<file path="src/rtl/pong_engine.sv">
// Two-player Pong engine: tick-paced game state (serve/play/over, paddles, scores)
// and a one-cycle-latency pixel colour lookup for the VGA timing block.
module pong_engine #(
  parameter int H_ACTIVE    = 640,
  parameter int V_ACTIVE    = 480,
  parameter int BALL_W      = 20,
  parameter int BALL_H      = 27,
  parameter int PADDLE_W    = 8,
  parameter int PADDLE_H    = 80,
  parameter int PADDLE_L_X  = 40,
  parameter int PADDLE_R_X  = 592,
  parameter int TIMESTEP    = 100000,
  parameter int SERVE_TICKS = 60,
  parameter int SCORE_MAX   = 9
) (
  input  logic       clk_i,
  input  logic       reset_i,
  input  logic [9:0] x_i,
  input  logic [9:0] y_i,
  input  logic [1:0] btn_up_i,
  input  logic [1:0] btn_dwn_i,
  output logic [3:0] red_o,
  output logic [3:0] green_o,
  output logic [3:0] blue_o,
  output logic [3:0] score_l_o,
  output logic [3:0] score_r_o,
  output logic       game_over_o,
  output logic       tick_o
);
  localparam int TW = (TIMESTEP > 1) ? $clog2(TIMESTEP) : 1;
  localparam int SW = $clog2(SERVE_TICKS + 1);
  localparam logic [TW-1:0] TMAX    = TW'(TIMESTEP - 1);
  localparam logic [SW-1:0] SERVE_N = SW'(SERVE_TICKS);
  localparam logic [3:0]    SMAX    = 4'(SCORE_MAX);
  localparam logic [9:0] X0     = 10'((H_ACTIVE - BALL_W) / 2);
  localparam logic [9:0] Y0     = 10'((V_ACTIVE - BALL_H) / 2);
  localparam logic [9:0] P0     = 10'((V_ACTIVE - PADDLE_H) / 2);
  localparam logic [9:0] PMAX   = 10'(V_ACTIVE - PADDLE_H);
  localparam logic [9:0] XMAX   = 10'(H_ACTIVE - BALL_W);
  localparam logic [9:0] YMAX   = 10'(V_ACTIVE - BALL_H);
  localparam logic [9:0] XL_HIT = 10'(PADDLE_L_X + PADDLE_W);
  localparam logic [10:0] BW11 = 11'(BALL_W);
  localparam logic [10:0] BH11 = 11'(BALL_H);
  localparam logic [10:0] PW11 = 11'(PADDLE_W);
  localparam logic [10:0] PH11 = 11'(PADDLE_H);
  localparam logic [10:0] HA11 = 11'(H_ACTIVE);
  localparam logic [10:0] VA11 = 11'(V_ACTIVE);
  localparam logic [10:0] PL11 = 11'(PADDLE_L_X);
  localparam logic [10:0] PR11 = 11'(PADDLE_R_X);
  localparam logic [10:0] HM11 = 11'(H_ACTIVE / 2);

  typedef enum logic [1:0] {SERVE = 2'd0, PLAY = 2'd1, OVER = 2'd2} state_t;

  logic [TW-1:0] tick_cnt_q;
  state_t        state_q, state_d;
  logic [SW-1:0] serve_q, serve_d, serve_inc;
  logic [9:0]    ball_x_q, ball_x_d, ball_y_q, ball_y_d;
  logic          x_dir_q, x_dir_d, y_dir_q, y_dir_d, xd, yd;
  logic [9:0]    pad_l_q, pad_l_d, pad_r_q, pad_r_d;
  logic [3:0]    score_l_q, score_l_d, score_r_q, score_r_d, score_inc;
  logic          ovl_l, ovl_r, hit_l, hit_r, miss_l, miss_r;
  logic [10:0]   x11, y11, bx11, by11, pl11, pr11;
  logic          in_ball, in_pad;
  logic [11:0]   rgb_q, rgb_d;

  assign tick_o = (tick_cnt_q == TMAX);

  always_ff @(posedge clk_i or posedge reset_i) begin
    if (reset_i)     tick_cnt_q <= '0;
    else if (tick_o) tick_cnt_q <= '0;
    else             tick_cnt_q <= tick_cnt_q + TW'(1);
  end

  function automatic logic [9:0] pad_step(input logic [9:0] p, input logic up, input logic dn);
    logic [9:0] r;
    r = p;
    if (up && !dn && p != 10'd0)   r = p - 10'd1;
    else if (dn && !up && p < PMAX) r = p + 10'd1;
    return r;
  endfunction

  assign bx11 = {1'b0, ball_x_q};
  assign by11 = {1'b0, ball_y_q};
  assign pl11 = {1'b0, pad_l_q};
  assign pr11 = {1'b0, pad_r_q};
  assign ovl_l  = (by11 + BH11 > pl11) && (by11 < pl11 + PH11);
  assign ovl_r  = (by11 + BH11 > pr11) && (by11 < pr11 + PH11);
  assign hit_l  = !x_dir_q && (ball_x_q == XL_HIT) && ovl_l;
  assign hit_r  = x_dir_q && (bx11 + BW11 == PR11) && ovl_r;
  assign miss_l = !x_dir_q && (ball_x_q == 10'd0);
  assign miss_r = x_dir_q && (ball_x_q == XMAX);

  always_comb begin
    state_d   = state_q;
    serve_d   = serve_q;
    serve_inc = serve_q + SW'(1);
    ball_x_d  = ball_x_q;
    ball_y_d  = ball_y_q;
    x_dir_d   = x_dir_q;
    y_dir_d   = y_dir_q;
    pad_l_d   = pad_l_q;
    pad_r_d   = pad_r_q;
    score_l_d = score_l_q;
    score_r_d = score_r_q;
    score_inc = 4'd0;
    xd        = x_dir_q;
    yd        = y_dir_q;
    if (state_q != OVER) begin
      pad_l_d = pad_step(pad_l_q, btn_up_i[0], btn_dwn_i[0]);
      pad_r_d = pad_step(pad_r_q, btn_up_i[1], btn_dwn_i[1]);
    end
    case (state_q)
      SERVE: begin
        if (serve_inc == SERVE_N) begin
          serve_d = '0;
          state_d = PLAY;
        end else begin
          serve_d = serve_inc;
        end
      end
      PLAY: begin
        if (hit_l) xd = 1'b1;
        if (hit_r) xd = 1'b0;
        if (ball_y_q == 10'd0) yd = 1'b1;
        if (ball_y_q == YMAX)  yd = 1'b0;
        if (miss_l || miss_r) begin
          // Recentre and serve toward whoever conceded the point.
          ball_x_d  = X0;
          ball_y_d  = Y0;
          x_dir_d   = miss_r;
          score_inc = miss_l ? score_r_q + 4'd1 : score_l_q + 4'd1;
          if (miss_l) score_r_d = score_inc;
          else        score_l_d = score_inc;
          state_d   = (score_inc == SMAX) ? OVER : SERVE;
        end else begin
          x_dir_d  = xd;
          y_dir_d  = yd;
          ball_x_d = xd ? ball_x_q + 10'd1 : ball_x_q - 10'd1;
          ball_y_d = yd ? ball_y_q + 10'd1 : ball_y_q - 10'd1;
        end
      end
      OVER: begin
        if (btn_up_i == 2'b11) begin
          state_d   = SERVE;
          serve_d   = '0;
          ball_x_d  = X0;
          ball_y_d  = Y0;
          x_dir_d   = 1'b1;
          y_dir_d   = 1'b1;
          pad_l_d   = P0;
          pad_r_d   = P0;
          score_l_d = 4'd0;
          score_r_d = 4'd0;
        end
      end
      default: state_d = SERVE;
    endcase
  end

  always_ff @(posedge clk_i or posedge reset_i) begin
    if (reset_i) begin
      state_q   <= SERVE;
      serve_q   <= '0;
      ball_x_q  <= X0;
      ball_y_q  <= Y0;
      x_dir_q   <= 1'b1;
      y_dir_q   <= 1'b1;
      pad_l_q   <= P0;
      pad_r_q   <= P0;
      score_l_q <= 4'd0;
      score_r_q <= 4'd0;
    end else if (tick_o) begin
      state_q   <= state_d;
      serve_q   <= serve_d;
      ball_x_q  <= ball_x_d;
      ball_y_q  <= ball_y_d;
      x_dir_q   <= x_dir_d;
      y_dir_q   <= y_dir_d;
      pad_l_q   <= pad_l_d;
      pad_r_q   <= pad_r_d;
      score_l_q <= score_l_d;
      score_r_q <= score_r_d;
    end
  end

  assign x11 = {1'b0, x_i};
  assign y11 = {1'b0, y_i};
  assign in_ball = (x11 >= bx11) && (x11 < bx11 + BW11) &&
                   (y11 >= by11) && (y11 < by11 + BH11) && (state_q != OVER);
  assign in_pad  = ((x11 >= PL11) && (x11 < PL11 + PW11) && (y11 >= pl11) && (y11 < pl11 + PH11)) ||
                   ((x11 >= PR11) && (x11 < PR11 + PW11) && (y11 >= pr11) && (y11 < pr11 + PH11));

  always_comb begin
    rgb_d = (state_q == OVER) ? 12'hFF0 : 12'hFFF;
    if (x11 >= HA11 || y11 >= VA11) rgb_d = 12'h000;
    else if (in_ball)               rgb_d = 12'h00F;
    else if (in_pad)                rgb_d = 12'h000;
    else if (x11 == HM11)           rgb_d = 12'hF00;
  end

  always_ff @(posedge clk_i or posedge reset_i) begin
    if (reset_i) rgb_q <= 12'h000;
    else         rgb_q <= rgb_d;
  end

  assign red_o       = rgb_q[11:8];
  assign green_o     = rgb_q[7:4];
  assign blue_o      = rgb_q[3:0];
  assign score_l_o   = score_l_q;
  assign score_r_o   = score_r_q;
  assign game_over_o = (state_q == OVER);
endmodule

</file>
<file path="config.mk">
export PLATFORM = sky130hd
export DESIGN_NAME = pong_engine
export DESIGN_NICKNAME = d
export VERILOG_FILES = /design/src/rtl/pong_engine.sv
export SDC_FILE = /design/constraint.sdc
export NUM_CORES = 1
export LEC_CHECK = 0
export ABC_AREA = 1
export CAP_MARGIN = 10
export CORE_ASPECT_RATIO = 0.9
export CORE_UTILIZATION = 56
export CTS_CLUSTER_DIAMETER = 50
export DETAILED_ROUTE_END_ITERATION = 10
export GPL_TIMING_DRIVEN = 0
export PLACE_DENSITY = 0.76
export REMOVE_ABC_BUFFERS = 1
export SLEW_MARGIN = 20
export SYNTH_ARGS = -nofsm -noshare
export SYNTH_HDL_FRONTEND = slang
export SYNTH_SLANG_ARGS = --single-unit
</file>
<file path="constraint.sdc">
create_clock -name clk_i -period 3.6 [get_ports clk_i]
set_input_delay 0.72 -clock clk_i [delete_from_list [all_inputs] [get_ports clk_i]]
set_output_delay 0.72 -clock clk_i [all_outputs]
set_load 0.1 [all_outputs]
</file>
; ---- Word level (Yosys, flattened, before mapping)
; Cells that the tools add are included.
; Widths: inputs -> output; s select.
[word_totals]
inputBits = 26
wordCells = 164
out_inout_bits = 22
reg_bits = 87
[op_classes]
n_reduce_logical = 47
n_addsub = 16
n_mux = 51
n_lt_le_gt_ge = 20
n_eq_ne = 18
[ops]
columns = cell, n
row1 = $mux 10, 16
row2 = $lt 10x11->1, 6
row3 = $add 10x1->10 const B, 4
row4 = $ge 10x10->1, 4
row5 = $pmux 10 s2, 2
row6 = $sub 10x1->10 const B, 4
row7 = $mux 12, 3
row8 = $mux 4, 7
row9 = $logic_and 1x1->1, 26
row10 = $add 10x5->11 const B, 2
row11 = $add 10x7->11 const B, 2
row12 = $gt 11x10->1, 2
row13 = $eq 10x9->1 const B, 2
row14 = $ge 10x10->1 const B, 2
row15 = $logic_not 10->1, 2
row16 = $lt 10x9->1 const B, 2
row17 = $reduce_bool 10->1, 2
row18 = $add 17x1->17 const B, 1
row19 = $eq 17x17->1 const B, 1
row20 = $mux 17, 1
row21 = $pmux 4 s2, 2
row22 = $mux 6, 2
row23 = $ne 2x2->1 const B, 6
row24 = $pmux 6 s2, 1
row25 = 26 further kinds, 50

; ---- Logic depth before layout (Yosys ltp)
[logic_depth]
depth_word = 10
mapped_depth = 33
depth_no_buf = 33

; ---- Worst setup path after synthesis
; OpenSTA, ideal clock, no wires.
[synth_timing]
kind = register to register
start = register ball_y_q[0]
end = register ball_x_q[8]
period_less_slack_ns = 3.900
path_buffers = 0
arrival_ns = 3.822
setup_time_ns = 0.078
path_stages_with_launch = 34
slack_ns = -0.300
required_time_ns = 3.522
path_cell_list = dfrtp_1 inv_1 ha_1 inv_1 nand2_1 nand2_1 nand2_1 xor2_1 inv_1 ha_1 nand2_1 inv_1 nor2_1 o21a_1 nor2_1 nor2_1 nand2_1 nand3_1 nand2_1 nand2_2 inv_1 fa_1 o21ai_0 nand2_1 nand2_1 nand2_1 nand2_1 nand2_1 nand2_1 a21oi_1 a21oi_1 o21ai_1 o21ai_0 inv_1
[synth_via]
elab_chain_cells = 10
word_cells_on_any_way = 15
classes_between = add/sub (1) / order compare (4) / mux (6) / reduce/logical (4)
[synth_lines]
columns = item, line_no
row1 = "start, declared", 57  ; logic [9:0] ball_x_q, ball_x_d, ball_y_q, ball_y_d;
row2 = "start signal, assigned", 176  ; ball_y_q <= ball_y_d;
row3 = $add 10x5->11, "86, 87"
row4 = $gt 11x10->1, 86  ; assign ovl_l = (by11 + BH11 > pl11) && (by11 < pl11 + PH11);
row5 = $logic_and 1x1->1, 86
row6 = $logic_and 1x1->1, 88  ; assign hit_l = !x_dir_q && (ball_x_q == XL_HIT) && ovl_l;
row7 = $mux 1, 122  ; if (hit_l) xd = 1'b1;
row8 = $mux 1 *, 123  ; if (hit_r) xd = 1'b0;
row9 = $mux 1 *, 112  ; case (state_q)
row10 = $mux 10 *, 138  ; ball_x_d = xd ? ball_x_q + 10'd1 : ball_x_q - 10'd1;
row11 = $mux 10 *, 126  ; if (miss_l || miss_r) begin
row12 = $pmux 10 s2 *, 112
row13 = "end signal, assigned", 175  ; ball_x_q <= ball_x_d;
row14 = "end, declared", 57
; Mark *: on every way between the ends. The rest lies on a longest branch, timed or not. The select of a mux whose other input is x is not followed.
; A chain may end at the register's enable or synchronous reset.

; ---- Worst setup path after layout
[layout_timing]
start = register ball_y_q[1]
end = register ball_x_q[9]
; The elaborated chain is that of the path after synthesis.

==> summary.md <==
| Metric | Value |
|---|---|
| Vias per cell | 5.739 |
| Clk slew on worst S/H paths | 0.07 ns |
| 1st-iter DRT viols | 559 |
| Ant diodes | 0 |
| Pre-antenna DRT Iters | 5 |
| Yosys cell types | 70 |
| Multi-input logic area | 6241 um^2 |
| Sum of negative setup slack | -1.657 ns |
| Storage cell area | 1982 um^2 |
| Share of cells above drive strength 1 | 0.1523 |
| Count of pins over their slew limit | 0 |
| CTS H-tree lvls | 3 |
| Area growth syn-to-layout | 18.43% |
| DP HPWL | 17.17 mm |
| Hold crit path type | reg -> reg |
| Inserted Clock Buffers | 9 |
| Post-layout worst setup margin | -0.4198 ns |
| Rel. slew slack | 0.2561 |
| Die W | 132.8 um |
| CTS tree | built |
| Violated checks | negative setup slack |
| Seq/Total Area, Yosys | 0.2287 |
| CP max-delay cell | dfstp_2 |
| Num rows | 42 |
| Final wirelength | 23.89 mm |
| CP Data Required Time | 3.85 ns |
| Crit path time final | 4.020 ns |
| Total gr overflow | 0 |
| Slew @ Worst Pin | 1.107 ns |
| Placed Cells | 1406 |
| PwrDens | 244.8 nW/um^2 |
| CP endpoint kind | register |
| Clk Latency, worst-skew pair | 0.36 ns |
| Clk sinks | 78 |
| Final cell count without fillers | 1452 |
| Starting Density | 0.5801 |
| FMAX | 248.8 MHz |
| Hold Startpoint | tick_cnt_q[0]$_DFF_PP0_ |
| Setup violators final | 6 |
| Final hold viol count | 0 |
| CTS Root Cell | clkbuf_16 |
| Drt wl/cell | 16.46 um |
| Cells after Synth | 1177 |
| Die ar. | 15910 um^2 |
| Routed Antenna Nets | 0 |
| Initial antenna violation count | 0 |
| Final Skew | 0.008641 ns |
| Leak Pwr | 5.008 nW |
| Fill cell count | 1199 |
| Vias in the first global route | 7610 |
| Die height | 119.8 um |
| Max cap viols | 0 |
| Number of synthesized flops with an enable pin | 0 |
| Peak supply drop | 0.0002465 V |
| Most used cell, CP | inv_2 |
| Max Root-Sink Buffers | 2 |
| DR vias | 8333 |
| Total GRT Usage | 0.3014 |
| Critical path startpoint | ball_y_q[1]$_DFFE_PP1P_ |
| Syn avg cell area | 7.330 um^2 |
| Residual DRC | 0 |
| I/O Pins | 48 |
| RSZ-0062 raised after global routing | true |
| Crit path kind | reg -> reg |
| Pre-CTS setup slack | -1.133 ns |
| Top FF cell, synth | dfrtp_1 |
| RD Place Congestion | 0.9077 |
| Cell area after layout | 10220 um^2 |
| Share of flip-flops with an asynchronous set or reset | 1.000 |
| Yosys warns | 0 |
| Net count, final | 1421 |
| WP data arrival | 4.27 ns |
| R2r startpoint | ball_y_q[1]$_DFFE_PP1P_ |
| Core footprint | 14870 um^2 |
| Core Util, Final | 0.6870 |
| Placed cell areas | 9274 um^2 |
| Post-Synthesis Cell Area | 8627 um^2 |
| Outcome | finished with violations |
| Critical Path Fanout Max | 7 |
| Yosys reg bits | 78 |
| I/O Buffers | 47 |
| Final period utilization | 1.117 |
| Worst path max stage delay | 0.54 ns |
| Hold_buf cts | 0 |
| First-pass GRT wire length | 37.88 mm |
| CP startpoint kind | register |
| Largest net degree at the start of global routing | 56 |
==> where the power goes <==
group	internal, mW	leakage (nW)	total, mW	switching (mW)
Sequential	0.900	0.920	0.929	0.0295
Clock	0.582	0.156	1.00	0.422
Combinational	0.201	3.93	0.568	0.367
==> per-layer routing <==
| layer | vias up | routed length (um) | GRT usage |
|---|---|---|---|
| met5 | - | 0 | 0 |
| li1 | 4133 | - | - |
| met3 | 55 | 1608 | 0.04605 |
| met1 | 3875 | 10900 | 0.4166 |
| met4 | 0 | 651 | 0.1027 |
| met2 | 270 | 10730 | 0.4784 |
==> registers in the layout, summed over array words and instances, names as in the netlist <==
register    flops
state_q         2
pad_l_q        10
serve_q         6
ball_y_q       10
tick_cnt_q     17
rgb_q           3
score_l_o       4
score_r_o       4
pad_r_q        10
x_dir_q         1
ball_x_q       10
y_dir_q         1
==> what timing repair did <==
item	in CTS	in global routing
setup buffers	18	13
endpoints found under the setup margin	9	7
pin swaps	14	27
gates resized for setup	55	39
==> logic make-up (layout without fill, tap and decap cells) <==
kind of cell,after synthesis,in the layout,synth area share
and+or+nand+nor,508,508,0.2782
DFF,78,78,0.2287
AOI/OAI and AO/OA,206,206,0.1434
muxes,2,2,0.002900
buffers and inverters,197,274,0.09181
xor gates and xnor gates,40,40,0.04148
adders and majority gates,146,146,0.2135
==> through the flow <==
step,power (mW),hold slack [ns]
after floorplan,1.307,0.4251
after global placement,1.454,0.4448
after CTS,2.487,0.4572
final,2.501,0.4587
after global routing,2.603,0.4944
after detailed placement,1.470,0.4485
==> cell type report <==
class,count,area share
inverter,179,0.06686
clock buffer,11,0.02474
tap,198,0.02425
clock inverter,5,0.006368
sequential,78,0.1940
timing repair buffer,79,0.07299
multi-input combinational,902,0.6108
==> cell usage after synthesis (7+ instances only) <==
cell type,count,area (um^2)
a21oi_1,70,350.3
a31oi_1,7,43.79
buf_4,11,82.58
dfrtp_1,61,1526
dfstp_2,17,446.7
ha_1,144,1802
inv_1,166,623.1
inv_2,10,37.54
nand2_1,216,810.8
nand3_1,65,325.3
nand3_2,8,80.08
nand4_1,24,150.1
nor2_1,121,454.2
nor3_1,25,125.1
nor4_1,9,56.30
o211ai_1,9,67.56
o21ai_0,52,260.3
o22ai_1,16,100.1
xnor2_1,7,61.31
xor2_1,32,280.3
==> path summary, 6_finish.rpt <==
kind / endpoint / slack, ns / cells after the start
max in group asynchronous: ball_y_q[1]$_DFFE_PP1P_ / 2.25 / 3
setup / recovery: ball_x_q[9]$_DFFE_PP0P_ / -0.42 / 30
hold / removal: tick_cnt_q[0]$_DFF_PP0_ / 0.46 / 1
setup reg to reg: ball_x_q[9]$_DFFE_PP0P_ / -0.42 / 30
hold reg to reg: tick_cnt_q[0]$_DFF_PP0_ / 0.46 / 1
min in group asynchronous: tick_cnt_q[11]$_DFF_PP0_ / 0.68 / 2
==> layout by cell type, fill, tap and decap left out, types with 14 or more instances in the layout <==
cell type,synthesis,final
nand2_2,6,17
ha_1,144,130
xor2_1,32,27
nand2_1,216,203
inv_1,166,152
dfrtp_1,61,57
ha_4,0,14
inv_2,10,21
nor3_1,25,25
buf_4,11,27
nand4_1,24,24
o21ai_0,52,45
dfstp_2,17,16
nand3_1,65,62
a21oi_1,70,64
clkdlybuf4s50_1,0,47
o22ai_1,16,16
nor2_1,121,118
==> worst max-delay path, delay by kind of cell, from the launching register on <==
| kind | cells | cell delay (ns) |
|---|---|---|
| adder cells (fa/ha/maj) | 3 | 0.71 |
| flip-flops | 1 | 0.54 |
| XOR/XNOR | 1 | 0.22 |
| AO/OA/AOI/OAI | 2 | 0.16 |
| AND/OR/NAND/NOR | 15 | 1.48 |
| buffers and inverters | 9 | 0.78 |
Note: power is estimated with default switching activity, not from simulation.
